$ cat src/rtl/cmacc_pkg.sv
// Shared definitions for the interleaved complex multiply-accumulator:
// pipeline latency, width derivations and saturation limits.
package cmacc_pkg;

    // Input register to output register, in clock edges.
    localparam int LATENCY  = 5;

    // Widest accumulator the saturation limit helpers can describe.
    localparam int SAT_MAXW = 256;

    // Pre-adder result is one bit wider than its operands.
    function automatic int preadd_w(input int w);
        return w + 1;
    endfunction

    // Product of a pre-added operand with a plain operand of the other side.
    function automatic int prod_w(input int aw, input int bw);
        return aw + bw + 1;
    endfunction

    // Sum of two products, full precision.
    function automatic int sum_w(input int aw, input int bw);
        return aw + bw + 2;
    endfunction

    // Channel index width; at least one bit even for a single channel.
    function automatic int chw_f(input int n);
        return (n <= 1) ? 1 : $clog2(n);
    endfunction

    // Largest positive value of a w-bit signed number (low w bits valid).
    function automatic logic [SAT_MAXW-1:0] sat_max_f(input int w);
        return (SAT_MAXW'(1) << (w - 1)) - SAT_MAXW'(1);
    endfunction

    // Most negative value of a w-bit signed number (low w bits valid).
    function automatic logic [SAT_MAXW-1:0] sat_min_f(input int w);
        return ~sat_max_f(w);
    endfunction

endpackage

$ cat src/rtl/cmacc_nch_if.sv
// Sample/result bundle of cmacc_nch. The master drives samples and
// receives results; the slave (the accumulator) does the opposite.
interface cmacc_nch_if
    import cmacc_pkg::*;
#(
    parameter int AWIDTH  = 16,
    parameter int BWIDTH  = 18,
    parameter int SIZEOUT = 48,
    parameter int NCH     = 4
);
    localparam int CHW = chw_f(NCH);

    logic                      in_valid;
    logic                      sload;
    logic [CHW-1:0]            ch;
    logic signed [AWIDTH-1:0]  ar;
    logic signed [AWIDTH-1:0]  ai;
    logic signed [BWIDTH-1:0]  br;
    logic signed [BWIDTH-1:0]  bi;
    logic                      out_valid;
    logic [CHW-1:0]            out_ch;
    logic signed [SIZEOUT-1:0] pr;
    logic signed [SIZEOUT-1:0] pi;
    logic                      ovf;

    modport master (
        output in_valid, sload, ch, ar, ai, br, bi,
        input  out_valid, out_ch, pr, pi, ovf
    );

    modport slave (
        input  in_valid, sload, ch, ar, ai, br, bi,
        output out_valid, out_ch, pr, pi, ovf
    );

endinterface

$ cat src/rtl/cmacc_sat_add.sv
// W-bit signed adder used for the accumulate step. With CMACC_SAT_EN
// defined the result clamps to the signed range and ovf flags the clamp;
// otherwise the sum wraps modulo 2^W and ovf is held at 0.
module cmacc_sat_add
    import cmacc_pkg::*;
#(
    parameter int W = 48
) (
    input  logic signed [W-1:0] a,
    input  logic signed [W-1:0] b,
    output logic signed [W-1:0] y,
    output logic                ovf
);

    logic signed [W-1:0] sum;

    assign sum = a + b;

`ifdef CMACC_SAT_EN
    localparam logic signed [W-1:0] SMAX = W'(sat_max_f(W));
    localparam logic signed [W-1:0] SMIN = W'(sat_min_f(W));

    logic pos_ovf;
    logic neg_ovf;

    // Overflow only when both operands share a sign the sum does not.
    always_comb begin
        pos_ovf = !a[W-1] && !b[W-1] &&  sum[W-1];
        neg_ovf =  a[W-1] &&  b[W-1] && !sum[W-1];
        y       = sum;
        if (pos_ovf) begin
            y = SMAX;
        end else if (neg_ovf) begin
            y = SMIN;
        end
        ovf = pos_ovf | neg_ovf;
    end
`else
    assign y   = sum;
    assign ovf = 1'b0;
`endif

endmodule

$ cat src/rtl/cmacc_nch.sv
// Interleaved complex multiply-accumulate, NCH independent channels.
// Five-stage pipeline: input register, pre-add, three multiplies,
// product sums, accumulate/output register. The accumulator bank is only
// touched in the last stage, so same-channel samples on consecutive
// cycles need no forwarding. Build option: CMACC_SAT_EN selects
// saturating accumulation (default: wrap, ovf always 0).
module cmacc_nch
    import cmacc_pkg::*;
#(
    parameter int AWIDTH  = 16,
    parameter int BWIDTH  = 18,
    parameter int SIZEOUT = 48,
    parameter int NCH     = 4
) (
    input  logic       clk,
    input  logic       rst,
    cmacc_nch_if.slave bus
);

    localparam int CHW = chw_f(NCH);
    localparam int PAW = preadd_w(AWIDTH);
    localparam int PBW = preadd_w(BWIDTH);
    localparam int PW  = prod_w(AWIDTH, BWIDTH);
    localparam int SW  = sum_w(AWIDTH, BWIDTH);

    if (SIZEOUT < SW) begin : g_bad_sizeout
        $error("cmacc_nch: SIZEOUT must be at least AWIDTH+BWIDTH+2");
    end
    if (NCH < 1) begin : g_bad_nch
        $error("cmacc_nch: NCH must be at least 1");
    end

    // S1: registered inputs
    logic                      vld_p1_d, vld_p1_q;
    logic                      sload_p1_d, sload_p1_q;
    logic [CHW-1:0]            ch_p1_d, ch_p1_q;
    logic signed [AWIDTH-1:0]  ar_p1_d, ar_p1_q, ai_p1_d, ai_p1_q;
    logic signed [BWIDTH-1:0]  br_p1_d, br_p1_q, bi_p1_d, bi_p1_q;
    // S2: pre-adds plus the operands the multipliers still need
    logic                      vld_p2_d, vld_p2_q;
    logic                      sload_p2_d, sload_p2_q;
    logic [CHW-1:0]            ch_p2_d, ch_p2_q;
    logic signed [PAW-1:0]     ad_p2_d, ad_p2_q;
    logic signed [PBW-1:0]     bd_p2_d, bd_p2_q, bs_p2_d, bs_p2_q;
    logic signed [AWIDTH-1:0]  ar_p2_d, ar_p2_q, ai_p2_d, ai_p2_q;
    logic signed [BWIDTH-1:0]  bi_p2_d, bi_p2_q;
    // S3: products
    logic                      vld_p3_d, vld_p3_q;
    logic                      sload_p3_d, sload_p3_q;
    logic [CHW-1:0]            ch_p3_d, ch_p3_q;
    logic signed [PW-1:0]      mc_p3_d, mc_p3_q, mr_p3_d, mr_p3_q, mi_p3_d, mi_p3_q;
    // S4: complex product, already extended to accumulator width
    logic                      vld_p4_d, vld_p4_q;
    logic                      sload_p4_d, sload_p4_q;
    logic [CHW-1:0]            ch_p4_d, ch_p4_q;
    logic signed [SIZEOUT-1:0] sr_p4_d, sr_p4_q, si_p4_d, si_p4_q;
    // S5: accumulators and output register
    logic signed [SIZEOUT-1:0] acc_re_d [NCH];
    logic signed [SIZEOUT-1:0] acc_re_q [NCH];
    logic signed [SIZEOUT-1:0] acc_im_d [NCH];
    logic signed [SIZEOUT-1:0] acc_im_q [NCH];
    logic                      out_valid_d, out_valid_q;
    logic [CHW-1:0]            out_ch_d, out_ch_q;
    logic signed [SIZEOUT-1:0] pr_d, pr_q, pi_d, pi_q;
    logic                      ovf_d, ovf_q;

    logic                      ch_ok;
    logic signed [SIZEOUT-1:0] base_re, base_im;
    logic signed [SIZEOUT-1:0] sum_re, sum_im;
    logic                      ovf_re, ovf_im;

    // Datapath of S1..S4: capture, pre-add, multiply, sum products.
    always_comb begin
        vld_p1_d   = bus.in_valid;
        sload_p1_d = bus.sload;
        ch_p1_d    = bus.ch;
        ar_p1_d    = bus.ar;
        ai_p1_d    = bus.ai;
        br_p1_d    = bus.br;
        bi_p1_d    = bus.bi;

        vld_p2_d   = vld_p1_q;
        sload_p2_d = sload_p1_q;
        ch_p2_d    = ch_p1_q;
        ad_p2_d    = PAW'(ar_p1_q) - PAW'(ai_p1_q);
        bd_p2_d    = PBW'(br_p1_q) - PBW'(bi_p1_q);
        bs_p2_d    = PBW'(br_p1_q) + PBW'(bi_p1_q);
        ar_p2_d    = ar_p1_q;
        ai_p2_d    = ai_p1_q;
        bi_p2_d    = bi_p1_q;

        vld_p3_d   = vld_p2_q;
        sload_p3_d = sload_p2_q;
        ch_p3_d    = ch_p2_q;
        mc_p3_d    = PW'(ad_p2_q) * PW'(bi_p2_q);
        mr_p3_d    = PW'(bd_p2_q) * PW'(ar_p2_q);
        mi_p3_d    = PW'(bs_p2_q) * PW'(ai_p2_q);

        vld_p4_d   = vld_p3_q;
        sload_p4_d = sload_p3_q;
        ch_p4_d    = ch_p3_q;
        sr_p4_d    = SIZEOUT'(mc_p3_q) + SIZEOUT'(mr_p3_q);
        si_p4_d    = SIZEOUT'(mc_p3_q) + SIZEOUT'(mi_p3_q);
    end

    // S5 accumulate base: zero on sload or an out-of-range channel.
    always_comb begin
        ch_ok   = (32'(ch_p4_q) < 32'(NCH));
        base_re = '0;
        base_im = '0;
        if (!sload_p4_q && ch_ok) begin
            base_re = acc_re_q[ch_p4_q];
            base_im = acc_im_q[ch_p4_q];
        end
    end

    cmacc_sat_add #(.W(SIZEOUT)) u_add_re (
        .a   (base_re),
        .b   (sr_p4_q),
        .y   (sum_re),
        .ovf (ovf_re)
    );

    cmacc_sat_add #(.W(SIZEOUT)) u_add_im (
        .a   (base_im),
        .b   (si_p4_q),
        .y   (sum_im),
        .ovf (ovf_im)
    );

    // S5 write-back: results update only on a valid sample, else hold.
    always_comb begin
        acc_re_d    = acc_re_q;
        acc_im_d    = acc_im_q;
        out_valid_d = vld_p4_q;
        out_ch_d    = out_ch_q;
        pr_d        = pr_q;
        pi_d        = pi_q;
        ovf_d       = ovf_q;
        if (vld_p4_q) begin
            out_ch_d = ch_p4_q;
            pr_d     = sum_re;
            pi_d     = sum_im;
            ovf_d    = ovf_re | ovf_im;
            if (ch_ok) begin
                acc_re_d[ch_p4_q] = sum_re;
                acc_im_d[ch_p4_q] = sum_im;
            end
        end
    end

    // Valids, accumulators and outputs: cleared by reset.
    always_ff @(posedge clk) begin
        if (rst) begin
            vld_p1_q    <= 1'b0;
            vld_p2_q    <= 1'b0;
            vld_p3_q    <= 1'b0;
            vld_p4_q    <= 1'b0;
            acc_re_q    <= '{default: '0};
            acc_im_q    <= '{default: '0};
            out_valid_q <= 1'b0;
            out_ch_q    <= '0;
            pr_q        <= '0;
            pi_q        <= '0;
            ovf_q       <= 1'b0;
        end else begin
            vld_p1_q    <= vld_p1_d;
            vld_p2_q    <= vld_p2_d;
            vld_p3_q    <= vld_p3_d;
            vld_p4_q    <= vld_p4_d;
            acc_re_q    <= acc_re_d;
            acc_im_q    <= acc_im_d;
            out_valid_q <= out_valid_d;
            out_ch_q    <= out_ch_d;
            pr_q        <= pr_d;
            pi_q        <= pi_d;
            ovf_q       <= ovf_d;
        end
    end

    // Pipeline payload: qualified by the valids, so no reset needed.
    always_ff @(posedge clk) begin
        sload_p1_q <= sload_p1_d;
        ch_p1_q    <= ch_p1_d;
        ar_p1_q    <= ar_p1_d;
        ai_p1_q    <= ai_p1_d;
        br_p1_q    <= br_p1_d;
        bi_p1_q    <= bi_p1_d;
        sload_p2_q <= sload_p2_d;
        ch_p2_q    <= ch_p2_d;
        ad_p2_q    <= ad_p2_d;
        bd_p2_q    <= bd_p2_d;
        bs_p2_q    <= bs_p2_d;
        ar_p2_q    <= ar_p2_d;
        ai_p2_q    <= ai_p2_d;
        bi_p2_q    <= bi_p2_d;
        sload_p3_q <= sload_p3_d;
        ch_p3_q    <= ch_p3_d;
        mc_p3_q    <= mc_p3_d;
        mr_p3_q    <= mr_p3_d;
        mi_p3_q    <= mi_p3_d;
        sload_p4_q <= sload_p4_d;
        ch_p4_q    <= ch_p4_d;
        sr_p4_q    <= sr_p4_d;
        si_p4_q    <= si_p4_d;
    end

    assign bus.out_valid = out_valid_q;
    assign bus.out_ch    = out_ch_q;
    assign bus.pr        = pr_q;
    assign bus.pi        = pi_q;
    assign bus.ovf       = ovf_q;

endmodule

$ cat src/flat_wrapper.sv
// flat-port wrapper written by rule: the top's interface ports become plain ports
module cmacc_nch_flat import cmacc_pkg::*;
#(
    parameter int AWIDTH  = 16,
    parameter int BWIDTH  = 18,
    parameter int SIZEOUT = 48,
    parameter int NCH     = 4
)
  (clk, rst, bus_in_valid, bus_sload, bus_ch, bus_ar, bus_ai, bus_br, bus_bi, bus_out_valid, bus_out_ch, bus_pr, bus_pi, bus_ovf);
  cmacc_nch_if #(.AWIDTH(AWIDTH), .BWIDTH(BWIDTH), .SIZEOUT(SIZEOUT), .NCH(NCH)) bus_i ();
  input  logic clk;
  input  logic rst;
  input wire logic [$bits(bus_i.in_valid)-1:0] bus_in_valid;
  input wire logic [$bits(bus_i.sload)-1:0] bus_sload;
  input wire logic [$bits(bus_i.ch)-1:0] bus_ch;
  input wire logic [$bits(bus_i.ar)-1:0] bus_ar;
  input wire logic [$bits(bus_i.ai)-1:0] bus_ai;
  input wire logic [$bits(bus_i.br)-1:0] bus_br;
  input wire logic [$bits(bus_i.bi)-1:0] bus_bi;
  output wire logic [$bits(bus_i.out_valid)-1:0] bus_out_valid;
  output wire logic [$bits(bus_i.out_ch)-1:0] bus_out_ch;
  output wire logic [$bits(bus_i.pr)-1:0] bus_pr;
  output wire logic [$bits(bus_i.pi)-1:0] bus_pi;
  output wire logic [$bits(bus_i.ovf)-1:0] bus_ovf;
  assign bus_i.in_valid = bus_in_valid;
  assign bus_i.sload = bus_sload;
  assign bus_i.ch = bus_ch;
  assign bus_i.ar = bus_ar;
  assign bus_i.ai = bus_ai;
  assign bus_i.br = bus_br;
  assign bus_i.bi = bus_bi;
  assign bus_out_valid = bus_i.out_valid;
  assign bus_out_ch = bus_i.out_ch;
  assign bus_pr = bus_i.pr;
  assign bus_pi = bus_i.pi;
  assign bus_ovf = bus_i.ovf;
  cmacc_nch #(.AWIDTH(AWIDTH), .BWIDTH(BWIDTH), .SIZEOUT(SIZEOUT), .NCH(NCH)) u_core (.clk(clk), .rst(rst), .bus(bus_i));
endmodule
$ cat config.mk
export PLATFORM = sky130hd
export DESIGN_NAME = cmacc_nch_flat
export DESIGN_NICKNAME = d
export VERILOG_FILES = /design/src/rtl/cmacc_pkg.sv /design/src/rtl/cmacc_nch_if.sv /design/src/rtl/cmacc_sat_add.sv /design/src/rtl/cmacc_nch.sv /design/src/flat_wrapper.sv
export SDC_FILE = /design/constraint.sdc
export NUM_CORES = 2
export LEC_CHECK = 0
export ABC_AREA = 1
export BUFFER_PORTS_ARGS = -buffer_cell sky130_fd_sc_hd__buf_2
export CAP_MARGIN = 40
export CORE_MARGIN = 2
export CORE_UTILIZATION = 45
export DETAILED_ROUTE_END_ITERATION = 6
export GPL_ROUTABILITY_DRIVEN = 1
export GPL_TIMING_DRIVEN = 0
export SETUP_SLACK_MARGIN = 0.2
export SLEW_MARGIN = 20
export SYNTH_ARGS = -nofsm -noshare
export SYNTH_HDL_FRONTEND = slang
export SYNTH_HIERARCHICAL = 1
export SYNTH_SLANG_ARGS = --single-unit
$ cat constraint.sdc
create_clock -name clk -period 9.02 [get_ports clk]
set_clock_uncertainty 0.15 [all_clocks]
set_input_delay 2.255 -clock clk [delete_from_list [all_inputs] [get_ports clk]]
set_output_delay 2.255 -clock clk [all_outputs]
set_load 0.02 [all_outputs]
Word-level counts from Yosys, hierarchy flattened
Cells that the tools add are included.
{"block": "word_totals", "regBits": 873, "input_bits": 74, "wordCells": 65}
{"block": "op_classes", "add_sub_neg": 7, "mul": 3, "n_lt_le_gt_ge": 2, "mux": 12, "bitwise_logic": 1, "n_reduce_logical": 1}
{"op": "$bwmux W192", "count": 2}
{"op": "$mux W48", "count": 7}
{"op": "$bmux W48 S2", "count": 2}
{"op": "$add A48 B48 Y48", "count": 2}
{"op": "$demux W48 S2", "count": 1}
{"op": "$add A35 B35 Y36", "count": 2}
{"op": "$mul A19 B16 Y35", "count": 2}
{"op": "$mul A17 B18 Y35", "count": 1}
{"op": "$add A18 B18 Y19", "count": 1}
{"op": "$sub A18 B18 Y19", "count": 1}
{"op": "$sub A16 B16 Y17", "count": 1}
{"op": "$ge A3 B3 Y1 const B", "count": 1}
{"op": "$lt A3 B1 Y1 const B", "count": 1}
{"op": "$not A2 Y3", "count": 1}
{"op": "$logic_and A1 B1 Y1", "count": 1}

Longest topological paths before layout
{"block": "logic_depth", "ltp_word": 7, "depth_mapped": 29, "mapped_depth_nobuf": 27}

Cells and area by module
The synthesis kept the hierarchy.
{"mod": "cmacc_nch", "instances": 1, "cells_per_inst": 9335, "area_per_inst_um2": 70981.8, "seq_area_each_um2": 16996.3}
{"mod": "cmacc_sat_add", "instances": 2, "cells_per_inst": 899, "area_per_inst_um2": 4214.0, "seq_area_each_um2": 0.0}

Worst setup path after synthesis
No wires, ideal clock.
{"block": "synth_timing", "path_kind": "reg2reg", "start": "reg u_core.ar_p2_q[6]", "end": "reg u_core.mr_p3_q[27]", "arrival_time_ns": 5.427, "required_time_ns": 8.757, "setup_slack_ns": 3.331, "path_stages_with_launch": 22, "synth_period_minus_slack_ns": 5.689, "cell_sequence": "dfxtp_1 clkbuf_1 clkbuf_1 nand2_1 fa_1 inv_1 fa_1 inv_1 fa_1 fa_1 inv_1 fa_1 inv_1 fa_1 inv_1 ha_1 nand2_1 nor2_1 nor3b_1 nand3_1 nand4_1 nand2_1"}
{"block": "synth_via", "elab_chain_cells": 1}
{"item": "from (decl)", "line_no": "cmacc_nch.sv:45", "text": "logic signed [AWIDTH-1:0] ar_p2_d, ar_p2_q, ai_p2_d, ai_p2_q;"}
{"item": "from (signal assigned)", "line_no": "cmacc_nch.sv:194", "text": "ar_p2_q <= ar_p2_d;"}
{"item": "$mul A19 B16 Y35", "line_no": "cmacc_nch.sv:96", "text": "mr_p3_d = PW'(bd_p2_q) * PW'(ar_p2_q);"}
{"item": "via u_core.mr_p3_d[27]", "line_no": "cmacc_nch.sv:51", "text": "logic signed [PW-1:0] mc_p3_d, mc_p3_q, mr_p3_d, mr_p3_q, mi_p3_d, mi_p3_q;"}
{"item": "to (signal assigned)", "line_no": "cmacc_nch.sv:200", "text": "mr_p3_q <= mr_p3_d;"}
{"item": "to (decl)", "line_no": "cmacc_nch.sv:51"}
The timed path passes the listed nets, and every way through them passes these cells.
A chain may end at the register's enable or synchronous reset.

Worst setup path in the final report
Same ends and word-level chain as after synthesis.

==> out/summary.txt <==
Die ar.: 180000 um^2
startpoint types: register
f_max: 137 MHz
max_cap viols: 0
YS warnings: 6
Total Wirelength: 273 mm
Mapped Cells: 11100
number of synthesized register bits: 849
Area Growth Syn to Fin: 9.34%
Req. time, crit path: 9.45 ns
Synth Area per Inst: 7.13 um^2
share of layout cells above drive strength 1: 0.0454
Final setup viols: 0
TritonCTS buffer count: 98
fillers: 18000
Hold Crit Depth: 0
1st-iter DRT viols: 5882
R2R Path Start: u_core/ar_p2_q[6]
# DRC: 0
hold_sp: u_core/sload_p3_q
asr flop ratio synth: 0
Seq/Total Area, Yosys: 0.214
initial antenna violation count: 1
FP Rows: 154
max-slew violation count: 0
Reg2Reg Setup Slack: 1.73 ns
Period minus WS final: 7.29 ns
Main synth FF type: dfxtp_1
via/cell ratio: 5.13
status: finished clean
CP max stage cell: fa_1
Final Hold Vio Count: 0
first-pass iteration count of the detailed router: 6
worst-skew pair later-pin latency: 0.77 ns
Max Fanout on Critical Path: 10
vias in the first global route: 70800
final worst slack: 1.73 ns
Arrival @ worst endpoint: 7.72 ns
area post-placement: 83400 um^2
CP top delay family: adder cells
antenna viol nets, final: 0
H-tree depth: 3
WL/cell: 19.7 um
Post-synth EDFFs: 0
RSZ-0062 raised after global routing: false
highest routed layer: met4
met1 wire length: 114 mm
setup bufs post-CTS: 0
Syn Std Cell Area: 79400 um^2
Reg2Reg Capture Point: u_core/mr_p3_q[27]
library cells used by synthesis: 42
fin crit share: 0.808
port buffer count: 172
Die Span Y: 424 um
design area: 86800 um^2
final core occ: 0.494
Worst Setup End Kind: register
nets@finish: 12900
Initial Util: 0.452
Max Root-Sink Buffers: 3
DP Worst Slack: 1.93 ns
Resized Gates After CTS: 0
DR vias: 71100
clock slew at reported path FFs: 0.07 ns
gr usage total: 0.303
ranking of synthesized cells by area: fa_1 23%, dfxtp_1 21%, nand2_1 15%
HPWL after DPL: 227 mm
GP Congestion: 0.999
worst setup path class: register to register
CTS tree: built
Root Driver: clkbuf_16
die width: 424 um
TritonCTS sink count: 849
Ports: 174
Least-Margin Pin Slew: 0.912 ns
wire length on met2: 125 mm
grt total ovfl: 0
Synth top area share: 0.233
buffers and inverters on the worst path: 7
Max-slew headroom: 0.392
worst-case reg-to-reg path depth: 21
global-route wire length before repair: 417 mm
leading area contributor after synthesis: fa_1
Worst path max stage delay: 0.80 ns
syn nets: 12600
largest net degree at the start of global routing: 16
Hold WC Path Type: register to register
Hold Path End: u_core/sload_p4_q
met3 WL: 18.0 mm
cts hold-fix bufs: 0
core area: 176000 um^2
worst path cell trace: clkbuf_1 -> clkbuf_1 -> nand2_1 -> fa_1 -> inv_1 -> fa_1 -> inv_1 -> fa_1 -> fa_1 -> inv_1 -> fa_1 -> inv_1 -> fa_1 -> inv_1 -> ha_1 -> nand2_1 -> nor2_1 -> nor3b_1 -> nand3_1 -> nand4_1 -> nand2_1
critical path's most frequent cell: fa_1
Fin Setup TNS: 0 ns
cell usage after synthesis, drive strengths merged (104+ instances only):
cell and instances:
nor2 615, a21oi 663, nand3 379, ha 479, inv 2480, a31oi 104
nand2 3293, dfxtp 849, xor2 168, clkbuf 342, o21ai 302, fa 926
state kept, by name, summed over array words and instances (netlist names), 16 cells and up:
| register | flops |
|---|---|
| u_core/bus.pr | 48 |
| u_core/bus.pi | 48 |
| u_core/acc_im_q | 192 |
| u_core/mr_p3_q | 35 |
| u_core/br_p1_q | 18 |
| u_core/acc_re_q | 192 |
| u_core/si_p4_q | 36 |
| u_core/bs_p2_q | 19 |
| u_core/bd_p2_q | 18 |
| u_core/bi_p1_q | 18 |
| u_core/ai_p1_q | 16 |
| u_core/ai_p2_q | 16 |
| u_core/ar_p2_q | 16 |
| u_core/bi_p2_q | 18 |
| u_core/mi_p3_q | 35 |
| u_core/ad_p2_q | 17 |
| u_core/ar_p1_q | 16 |
| u_core/sr_p4_q | 36 |
| u_core/mc_p3_q | 35 |
kinds of logic (layout without fill, tap and decap cells):
| logic type | count (synthesis) | after routing | share of synthesized area |
|---|---|---|---|
| AND/OR/NAND/NOR | 4463 | 4463 | 0.225 |
| buffers and inverters | 2911 | 3283 | 0.139 |
| adder cells (fa/ha/maj) | 1405 | 1405 | 0.309 |
| AO/OA/AOI/OAI | 1311 | 1311 | 0.0920 |
| flip-flops | 849 | 849 | 0.214 |
| XOR/XNOR | 192 | 192 | 0.0212 |
| other | 2 | 6 | 0.0000946 |
through the flow:
step | hold slack, ns | instances
after floorplan | 0.160 | 11100
after global placement | 0.161 | 13600
after detailed placement | 0.166 | 13700
after CTS | 0.180 | 13800
after global routing | 0.180 | 13800
final | 0.177 | 13800
cell usage in the layout, fill, tap and decap left out, drive strengths merged:
| master | n |
|---|---|
| conb | 2 |
| and2 | 2 |
| clkinvlp | 8 |
| bufinv | 9 |
| dfxtp | 849 |
| o31ai | 2 |
| nor3b | 2 |
| a31oi | 104 |
| o21bai | 33 |
| diode | 4 |
| xnor2 | 24 |
| nor4 | 13 |
| a211oi | 96 |
| fa | 926 |
| a21oi | 663 |
| a21boi | 2 |
| nor3 | 53 |
| nand2 | 3293 |
| xor2 | 168 |
| a21o | 3 |
| clkinv | 21 |
| a22oi | 96 |
| nand4 | 73 |
| or2 | 17 |
| and3 | 1 |
| inv | 2494 |
| o21ai | 302 |
| o21a | 9 |
| o211ai | 1 |
| nand3 | 379 |
| nand3b | 15 |
| nor2 | 615 |
| buf | 276 |
| ha | 479 |
| clkbuf | 475 |
worst register-to-register path: stages (launching register included):
cell	delay, ns
dfxtp_1	0.36
clkbuf_1	0.58
clkbuf_1	0.57
nand2_1	0.15
fa_1	0.57
inv_1	0.07
fa_1	0.80
inv_1	0.13
fa_1	0.46
fa_1	0.55
inv_1	0.05
fa_1	0.53
inv_1	0.05
fa_1	0.51
inv_1	0.05
ha_1	0.43
nand2_1	0.13
nor2_1	0.23
nor3b_1	0.34
nand3_1	0.17
nand4_1	0.12
nand2_1	0.10
worst max path at each step:
stage | to | depth (start not counted) | start | slack (ns)
2_1_floorplan | u_core/mr_p3_q[27] | 21 | u_core/ar_p2_q[6] | 3.33
3_3_place_gp | u_core/mi_p3_q[29] | 20 | u_core/ai_p2_q[5] | 2.04
4_1_cts | u_core/mr_p3_q[27] | 21 | u_core/ar_p2_q[6] | 1.84
6_report | u_core/mr_p3_q[27] | 21 | u_core/ar_p2_q[6] | 1.73
3_5_place_dp | u_core/mr_p3_q[27] | 21 | u_core/ar_p2_q[6] | 1.93
5_1_grt | u_core/mr_p3_q[27] | 21 | u_core/ar_p2_q[6] | 1.38
area by class of cell:
class	instances	area (um^2)	area share
multi-input combinational	7373	51400	0.592
sequential	849	17000	0.196
inverter	2483	9320	0.107
tap	2340	2930	0.0337
clock buffer	133	2730	0.0315
buffer	428	1700	0.0196
timing repair buffer	190	1080	0.0125
clock inverter	49	658	0.00758
antenna	4	10.0	0.000115
layer usage:
metal,vias up,GRT usage
met1,33900,0.391
li1,34100,-
met2,2601,0.496
met4,0,0.151
met3,510,0.0427
met5,-,0
Power is not shown: default switching activity piles up to over one toggle a cycle in this logic, so the estimate is an artifact.
